===== src/rtl/uart_rx_if.sv =====
// uart_rx_if: serial-line and received-word signals for uart_rx; slave = receiver, master = line/tick driver and consumer
interface uart_rx_if #(parameter int DATA_BITS = 8);
   logic                 os_tick;
   logic                 rx;
   logic [DATA_BITS-1:0] rx_data;
   logic                 rx_valid;
   logic                 frame_err;
   logic                 parity_err;
   logic                 busy;
   modport slave (input os_tick, rx, output rx_data, rx_valid, frame_err, parity_err, busy);
   modport master (output os_tick, rx, input rx_data, rx_valid, frame_err, parity_err, busy);
endinterface


===== src/rtl/uart_rx.sv =====
// uart_rx: 16x-oversampled UART receiver; clk, reset (async high), bus (uart_rx_if.slave); UART_RX_PARITY_EN adds a parity bit
module uart_rx #(
   parameter int DATA_BITS  = 8,
   parameter int PARITY_ODD = 0
) (
   input logic      clk,
   input logic      reset,
   uart_rx_if.slave bus
);
   localparam int BW = $clog2(DATA_BITS);
   typedef enum logic [2:0] {IDLE, START, DATA,
`ifdef UART_RX_PARITY_EN
      PARITY,
`endif
      STOP} state_t;
   state_t               state_q, state_d;
   logic                 s1_q, s2_q, prev_q;
   logic [3:0]           tcnt_q, tcnt_d;
   logic [BW-1:0]        bcnt_q, bcnt_d;
   logic [DATA_BITS-1:0] shift_q, shift_d, data_q, data_d;
   logic                 valid_q, valid_d, ferr_q, ferr_d, perr_q, perr_d;
   logic                 pflag_q, pflag_d;
   logic                 fall, mid, last;
   assign fall = prev_q & ~s2_q;
   assign mid  = bus.os_tick && tcnt_q == 4'd15;
   assign last = bcnt_q == BW'(DATA_BITS - 1);
   always_ff @(posedge clk or posedge reset) begin
      if (reset) begin
         {s1_q, s2_q, prev_q} <= 3'b111;
         state_q <= IDLE;
         tcnt_q  <= '0;
         bcnt_q  <= '0;
         shift_q <= '0;
         data_q  <= '0;
         valid_q <= 1'b0;
         ferr_q  <= 1'b0;
         perr_q  <= 1'b0;
         pflag_q <= 1'b0;
      end else begin
         {s1_q, s2_q, prev_q} <= {bus.rx, s1_q, s2_q};
         state_q <= state_d;
         tcnt_q  <= tcnt_d;
         bcnt_q  <= bcnt_d;
         shift_q <= shift_d;
         data_q  <= data_d;
         valid_q <= valid_d;
         ferr_q  <= ferr_d;
         perr_q  <= perr_d;
         pflag_q <= pflag_d;
      end
   end
   always_comb begin
      state_d = state_q;
      tcnt_d  = bus.os_tick ? tcnt_q + 4'd1 : tcnt_q;
      bcnt_d  = bcnt_q;
      shift_d = shift_q;
      data_d  = data_q;
      valid_d = 1'b0;
      ferr_d  = 1'b0;
      perr_d  = 1'b0;
      pflag_d = pflag_q;
      case (state_q)
         IDLE: if (fall) begin
            state_d = START;
            tcnt_d  = '0;
         end
         START: if (bus.os_tick && tcnt_q == 4'd7) begin
            state_d = s2_q ? IDLE : DATA;
            tcnt_d  = '0;
            bcnt_d  = '0;
            pflag_d = 1'b0;
         end
         DATA: if (mid) begin
            // right shift so the first (LSB) bit ends up in bit 0
            shift_d = {s2_q, shift_q[DATA_BITS-1:1]};
            bcnt_d  = bcnt_q + BW'(1);
            if (last) begin
`ifdef UART_RX_PARITY_EN
               state_d = PARITY;
`else
               state_d = STOP;
`endif
               tcnt_d = '0;
            end
         end
`ifdef UART_RX_PARITY_EN
         PARITY: if (mid) begin
            pflag_d = s2_q ^ (^shift_q) ^ 1'(PARITY_ODD);
            state_d = STOP;
            tcnt_d  = '0;
         end
`endif
         STOP: if (mid) begin
            data_d  = shift_q;
            valid_d = s2_q;
            ferr_d  = ~s2_q;
            perr_d  = pflag_q;
            state_d = IDLE;
            tcnt_d  = '0;
         end
         default: state_d = IDLE;
      endcase
   end
`ifndef UART_RX_PARITY_EN
   logic unused_parity_odd;
   assign unused_parity_odd = 1'(PARITY_ODD);
`endif
   assign bus.rx_data    = data_q;
   assign bus.rx_valid   = valid_q;
   assign bus.frame_err  = ferr_q;
   assign bus.parity_err = perr_q;
   assign bus.busy       = state_q != IDLE;
endmodule


===== src/flat_wrapper.sv =====
// flat-port wrapper written by rule: the top's interface ports become plain ports
module uart_rx_flat 
#(
   parameter int DATA_BITS  = 8,
   parameter int PARITY_ODD = 0
)
  (clk, reset, bus_os_tick, bus_rx, bus_rx_data, bus_rx_valid, bus_frame_err, bus_parity_err, bus_busy);
  uart_rx_if #(.DATA_BITS(DATA_BITS)) bus_i ();
  input logic clk;
  input logic reset;
  input wire logic [$bits(bus_i.os_tick)-1:0] bus_os_tick;
  input wire logic [$bits(bus_i.rx)-1:0] bus_rx;
  output wire logic [$bits(bus_i.rx_data)-1:0] bus_rx_data;
  output wire logic [$bits(bus_i.rx_valid)-1:0] bus_rx_valid;
  output wire logic [$bits(bus_i.frame_err)-1:0] bus_frame_err;
  output wire logic [$bits(bus_i.parity_err)-1:0] bus_parity_err;
  output wire logic [$bits(bus_i.busy)-1:0] bus_busy;
  assign bus_i.os_tick = bus_os_tick;
  assign bus_i.rx = bus_rx;
  assign bus_rx_data = bus_i.rx_data;
  assign bus_rx_valid = bus_i.rx_valid;
  assign bus_frame_err = bus_i.frame_err;
  assign bus_parity_err = bus_i.parity_err;
  assign bus_busy = bus_i.busy;
  uart_rx #(.DATA_BITS(DATA_BITS), .PARITY_ODD(PARITY_ODD)) u_core (.clk(clk), .reset(reset), .bus(bus_i));
endmodule

===== config.mk =====
export PLATFORM = sky130hd
export DESIGN_NAME = uart_rx_flat
export DESIGN_NICKNAME = d
export VERILOG_FILES = /design/src/rtl/uart_rx_if.sv /design/src/rtl/uart_rx.sv /design/src/flat_wrapper.sv
export SDC_FILE = /design/constraint.sdc
export NUM_CORES = 1
export LEC_CHECK = 0
export ABC_AREA = 1
export BUFFER_PORTS_ARGS = -buffer_cell sky130_fd_sc_hd__buf_2
export CAP_MARGIN = 30
export CORE_ASPECT_RATIO = 0.6
export CORE_MARGIN = 2
export CORE_UTILIZATION = 51
export DETAILED_ROUTE_END_ITERATION = 10
export PLACE_DENSITY_LB_ADDON = 0.1
export SLEW_MARGIN = 20
export SYNTH_ARGS = -nofsm -noshare
export SYNTH_HDL_FRONTEND = slang
export SYNTH_SLANG_ARGS = --single-unit

===== constraint.sdc =====
create_clock -name clk -period 1.4 [get_ports clk]
set_input_delay 0.21 -clock clk [delete_from_list [all_inputs] [get_ports clk]]
set_output_delay 0.21 -clock clk [all_outputs]
set_load 0.02 [all_outputs]

==> results of run 1 <==
-- critical path, cell delays in order (launching register included) --
cell,delay [ns]
dfrtp_1,0.37
ha_2,0.20
nand2_4,0.09
nor2_8,0.17
nor2_1,0.09
nor2_4,0.15
nand2_2,0.07
nand2_1,0.07
nand2_1,0.06
-- metrics by stage --
stage / utilization (%) / power, mW / instances
after floorplan: - / 1.73 / 154
after global routing: 64.9 / 3.17 / 218
after global placement: 57.1 / 1.92 / 204
final: 64.9 / 2.96 / 218
after CTS: 61.7 / 2.75 / 215
after detailed placement: 57.1 / 1.95 / 204
-- logic make-up after synthesis --
group | Yosys count
and+or+nand+nor | 69
DFF | 30
AOI/OAI and AO/OA | 19
xor gates and xnor gates | 3
other | 1
muxes | 1
buffers and inverters | 24
adders and majority gates | 7
-- power by group --
group / internal, mW / total, mW / switching (mW)
Combinational: 0.525 / 1.22 / 0.692
Sequential: 0.969 / 1.05 / 0.0855
Clock: 0.395 / 0.688 / 0.292
Total: 1.89 / 2.96 / 1.07
-- repair_timing --
action                                  CTS  global route
hold endpoints to repair                  4             0
endpoints found under the setup margin   10            18
pin swaps                                 0             3
resized for setup                         6            15
hold buffers                              1             0
buffers inserted                          2             3
-- worst paths after layout --
check | endpoint | cells past startpoint | slack, ns
worst max-delay path | u_core.state_q[0] | 8 | 0.007
worst min-delay path | u_core.s1_q | 1 | 0.04
worst max register to register | u_core.state_q[0] | 8 | 0.007
worst min register to register | u_core.s2_q | 0 | 0.36
max in group asynchronous | u_core.s2_q | 4 | 0.55
min in group asynchronous | u_core.shift_q[6] | 4 | 0.54
-- cell usage in the layout (no fill, tap or decap) --
cell type / netlist / routed
nand2_1: 37 / 36
dfrtp_1: 27 / 27
inv_1: 21 / 19
o21ai_2: 15 / 15
buf_2: 0 / 13
nor2_1: 13 / 11
buf_4: 1 / 10
nand3_1: 8 / 8
clkbuf_8: 0 / 6
nand2_4: 3 / 4
ha_4: 0 / 4
nand2_2: 3 / 3
nor2_4: 1 / 3
dfstp_2: 3 / 3
nor2_8: 2 / 2
inv_2: 0 / 2
o21ai_0: 4 / 2
o21ai_1: 0 / 2
xor2_1: 2 / 2
ha_1: 7 / 2
nor2_2: 1 / 1
xnor2_1: 1 / 1
nand4_1: 1 / 1
mux2i_1: 1 / 1
ha_2: 0 / 1
conb_1: 1 / 1
clkbuf_1: 0 / 1
clkinv_2: 0 / 1
dlygate4sd3_1: 0 / 1
buf_6: 2 / 1
-- flip-flops by register name, indices dropped and copies added, names as in the netlist, 2 cells and up --
register and count:
u_core.bcnt_q 3, u_core.shift_q 8, u_core.state_q 2, u_core.tcnt_q 4, u_core.bus.rx_data 8
-- layout make-up --
| cell class | instances | area (sq um) |
|---|---|---|
| clock buffer | 7 | 86.3 |
| clock inverter | 1 | 5.00 |
| fill | 240 | 988 |
| inverter | 21 | 78.8 |
| multi-input combinational | 100 | 698 |
| sequential | 30 | 754 |
| tap | 34 | 42.5 |
| timing repair buffer | 25 | 161 |
-- routing by layer --
layer / track usage (%) / share of wire (%) / up-vias
li1: - / - / 536
met1: 22.2 / 51 / 468
met4: 5.45 / 0.65 / 0
met2: 24.6 / 44 / 18
met3: 6.64 / 4.8 / 2
met5: 0 / 0 / -
==> impl_metrics.ini, run 1 <==
[clock_network]
cts-root-buf = clkbuf_8
clock_latency_ns = 0.27
cts_sinks = 30
cts_buffer_depth = 2
cts_htree_levels = 2
cts_buffers = 5
cts_tree = built
clk_pin_slew_worst_paths_ns = 0.06

[timing]
finalHoldWorstSlack_ns = 0.0388
setup_viol = 0
period_minus_slack_ns = 1.39
fmax_mhz = 718
clock_skew_ns = 0.00340
setup_slack_ns = 0.00692
rsz0062_at_grt = yes
min_period_over_period_pct = 99.5
tns_ns = 0
slew_violations = 0
hold_violations = 0

[floorplanning]
std_cell_rows = 15
start_util_pct = 52.8
die_x_um = 73.7
pin_count = 16
dieArea_sq_um = 3380
die-height_um = 45.8
coreArea_sq_um = 2820

[yosys]
synth-compound-area-share_pct = 10.2
synth_top_family_by_area = simple AND/OR/NAND/NOR gates
synth_flop_cell = dfrtp_1
yosysTopAreaCell = dfrtp_1
ys_top_cells_by_count = nand2_1, dfrtp_1, inv_1
syn-num-nets = 165
ys_seq_area_share_pct = 50.8
ys_async_sr_fraction_pct = 100
synth_area_sq_um = 1490
synth_area_per_cell_sq_um = 9.65
synth_xor_area_share_pct = 1.77
yosys.area.top_type_share_pct = 45.5
postSynthCellCount = 154
synth_edf_count = 0
synthDistinctLibCells = 21
synth.most_common_cell = nand2_1
synthAdderAreaFrac_pct = 5.89
yosys-top-cells-area = dfrtp_1, nand2_1, o21ai_2
yosys_register_bits = 30
yosysWarningCount = 0
synth-simple-area-share_pct = 23.1
synthMuxAreaShare_pct = 0.673

[finish]
final_area_sq_um = 1830
fin_nets = 194
syn_to_final_growth_pct = 22.9
antenna-diode-count = 0
layout-drive-gt1-share_pct = 37.5

[worst_setup_path]
crit_start = u_core.tcnt_q[1]
cp_max_fo = 6
cp-start-kind = flip-flop
critPathKind = flip-flop to flip-flop
arrival_ns = 1.56
worstReg2RegStart = u_core.tcnt_q[1]
required_ns = 1.56
critical_path.endpoint_type = flip-flop

[route]
routed_wl_mm = 2.48
drc = 0
drt-vias-per-instance = 4.70
antenna_left = 0
drt_iter0_drc = 44
wl_per_cell_um = 11.4
dr_total_vias = 1024
firstDrtPassIters = 4

[min_path]
hp-class = primary input to flip-flop
worstHoldStart = bus_rx

[run]
maxCapViolations = 0

[status]
status = finished, final reports clean

[placement]
dpl_cell_area_sq_um = 1610
hpwl_mm = 1.71
gp_congestion = 0.780
dp_slack_ns = -0.124
place.port_buffers = 14

[power_and_ir_drop]
vdd_drop_max_mv = 1.10
p_leak_nw = 0.972
p_per_area_nw_per_um2 = 1620

[grt]
first_global_vias = 919
antenna_found_initial = 0
grt_max_degree = 31
overflow = 0
track_usage_pct = 16.6
grt_first_pass_wirelength_mm = 4.06
Note: power is estimated with default switching activity, not from simulation.
==> inputs of run 2 (changes only) <==
--- a/config.mk
+++ b/config.mk
@@ -10,7 +10,8 @@
 export CAP_MARGIN = 30
 export CORE_ASPECT_RATIO = 0.6
 export CORE_MARGIN = 2
-export CORE_UTILIZATION = 51
+export CORE_UTILIZATION = 54
+export CTS_BUF_LIST = sky130_fd_sc_hd__clkbuf_4 sky130_fd_sc_hd__clkbuf_8
 export DETAILED_ROUTE_END_ITERATION = 10
 export PLACE_DENSITY_LB_ADDON = 0.1
 export SLEW_MARGIN = 20
==> impl_metrics.ini, run 2 (same netlist as run 1, synthesis figures left out) <==
[grt]
grt_max_degree = 31
first_global_vias = 1007
overflow = 0
antenna_found_initial = 0
track_usage_pct = 19.7
grt_first_pass_wirelength_mm = 4.64

[floorplanning]
dieArea_sq_um = 3200
pin_count = 16
coreArea_sq_um = 2560
std_cell_rows = 14
die_x_um = 71.7
die-height_um = 44.6
start_util_pct = 58.1

[route]
wl_per_cell_um = 12.7
routed_wl_mm = 2.75
antenna_left = 0
drt_iter0_drc = 32
dr_total_vias = 1041
drc = 0
drt-vias-per-instance = 4.82
firstDrtPassIters = 4

[power_and_ir_drop]
p_per_area_nw_per_um2 = 1650
power.total_mw = 3.02
vdd_drop_max_mv = 1.04
p_leak_nw = 0.973

[timing]
rsz0062_at_grt = yes
period_minus_slack_ns = 1.37
hold_violations = 0
fmax_mhz = 731
min_period_over_period_pct = 97.7
setup_viol = 0
tns_ns = 0
clock_skew_ns = 0.00645
finalHoldWorstSlack_ns = 0.00573
slew_violations = 0

[finish]
fin_nets = 194
final_core_util_pct = 71.3
layout-drive-gt1-share_pct = 41.8
fin_cells = 216
antenna-diode-count = 0
syn_to_final_growth_pct = 22.7
layout_common_cells = nand2_1, dfrtp_1, inv_1, o21ai_2, buf_2
layout_commonest_cell = nand2_1

[clock_network]
cts_tree = built
cts_buffers = 5
cts_buffer_depth = 2
cts_htree_levels = 2
cts-root-buf = clkbuf_8
cts_sinks = 30
clock_latency_ns = 0.27
clk_pin_slew_worst_paths_ns = 0.06

[placement]
hpwl_mm = 1.95
gp_congestion = 0.912
dp_cells = 204
place.port_buffers = 14

[worst_setup_path]
cp_max_fo = 7
arrival_ns = 1.54
critical_path.endpoint_type = flip-flop
required_ns = 1.57
critPathKind = flip-flop to flip-flop
cp-start-kind = flip-flop

[run]
maxCapViolations = 0

[status]
status = finished, final reports clean

[min_path]
hp-class = primary input to async pin
## run 2: cell types whose count changed in the layout (fill, tap and decap cells not counted), sizes merged
cell	change
clkinv	-1
clkbuf	+1
buf	+1
dlygate4sd3	-1
## run 2: final cells by class
type / instances / area (sq um)
timing repair buffer: 25 / 159
clock buffer: 8 / 91.3
tap: 32 / 40.0
inverter: 21 / 83.8
multi-input combinational: 100 / 693
fill: 204 / 733
sequential: 30 / 757
## run 2: through the flow
stage	instance area, sq um	setup slack, ns
CTS	1740	0.0107
floorplan	1490	0.0220
global placement	1620	-0.129
finish	1820	0.0324
global route	1820	-0.0536
detailed placement	1620	-0.113
## run 2: path summary, 6_finish.rpt
path                       cells past startpoint  slack [ns]               end             start
max                                            8        0.03  u_core.bcnt_q[0]  u_core.tcnt_q[1]
min                                            3       0.006  u_core.bcnt_q[0]             reset
max reg2reg                                    8        0.03  u_core.bcnt_q[0]  u_core.tcnt_q[1]
min reg2reg                                    0        0.36       u_core.s2_q       u_core.s1_q
max in group asynchronous                      3        1.08     u_core.prev_q             reset
min in group clk                               1        0.04       u_core.s1_q            bus_rx
## run 2: report_power, final
part           total, mW  switching (mW)  internal, mW
combinational       1.23           0.683         0.551
sequential          1.08           0.107         0.974
clock              0.703           0.292         0.410
total               3.02            1.08          1.94
## run 2: worst max-delay path, stage by stage, from the launching register on
cell	delay (ns)
dfrtp_1	0.37
ha_2	0.20
nand2_4	0.09
nor2_8	0.21
nor2_4	0.07
nor2_8	0.14
nand2_4	0.08
nand2_2	0.06
nand2_1	0.05
## run 2: timing repair
item,CTS,global route
setup buffers,1,3
hold buffers,0,0
endpoints found under the setup margin,10,17
pin swaps,0,6
resized for setup,8,17
## run 2: routing by layer
metal | vias up | wire length, um | global-route usage, % | part of all wire, %
li1 | 537 | - | - | -
met1 | 483 | 1360 | 25.8 | 50
met2 | 21 | 1260 | 32.0 | 46
met3 | 0 | 129 | 7.06 | 4.7
met4 | 0 | 0 | 4.53 | 0
met5 | - | 0 | 0 | 0
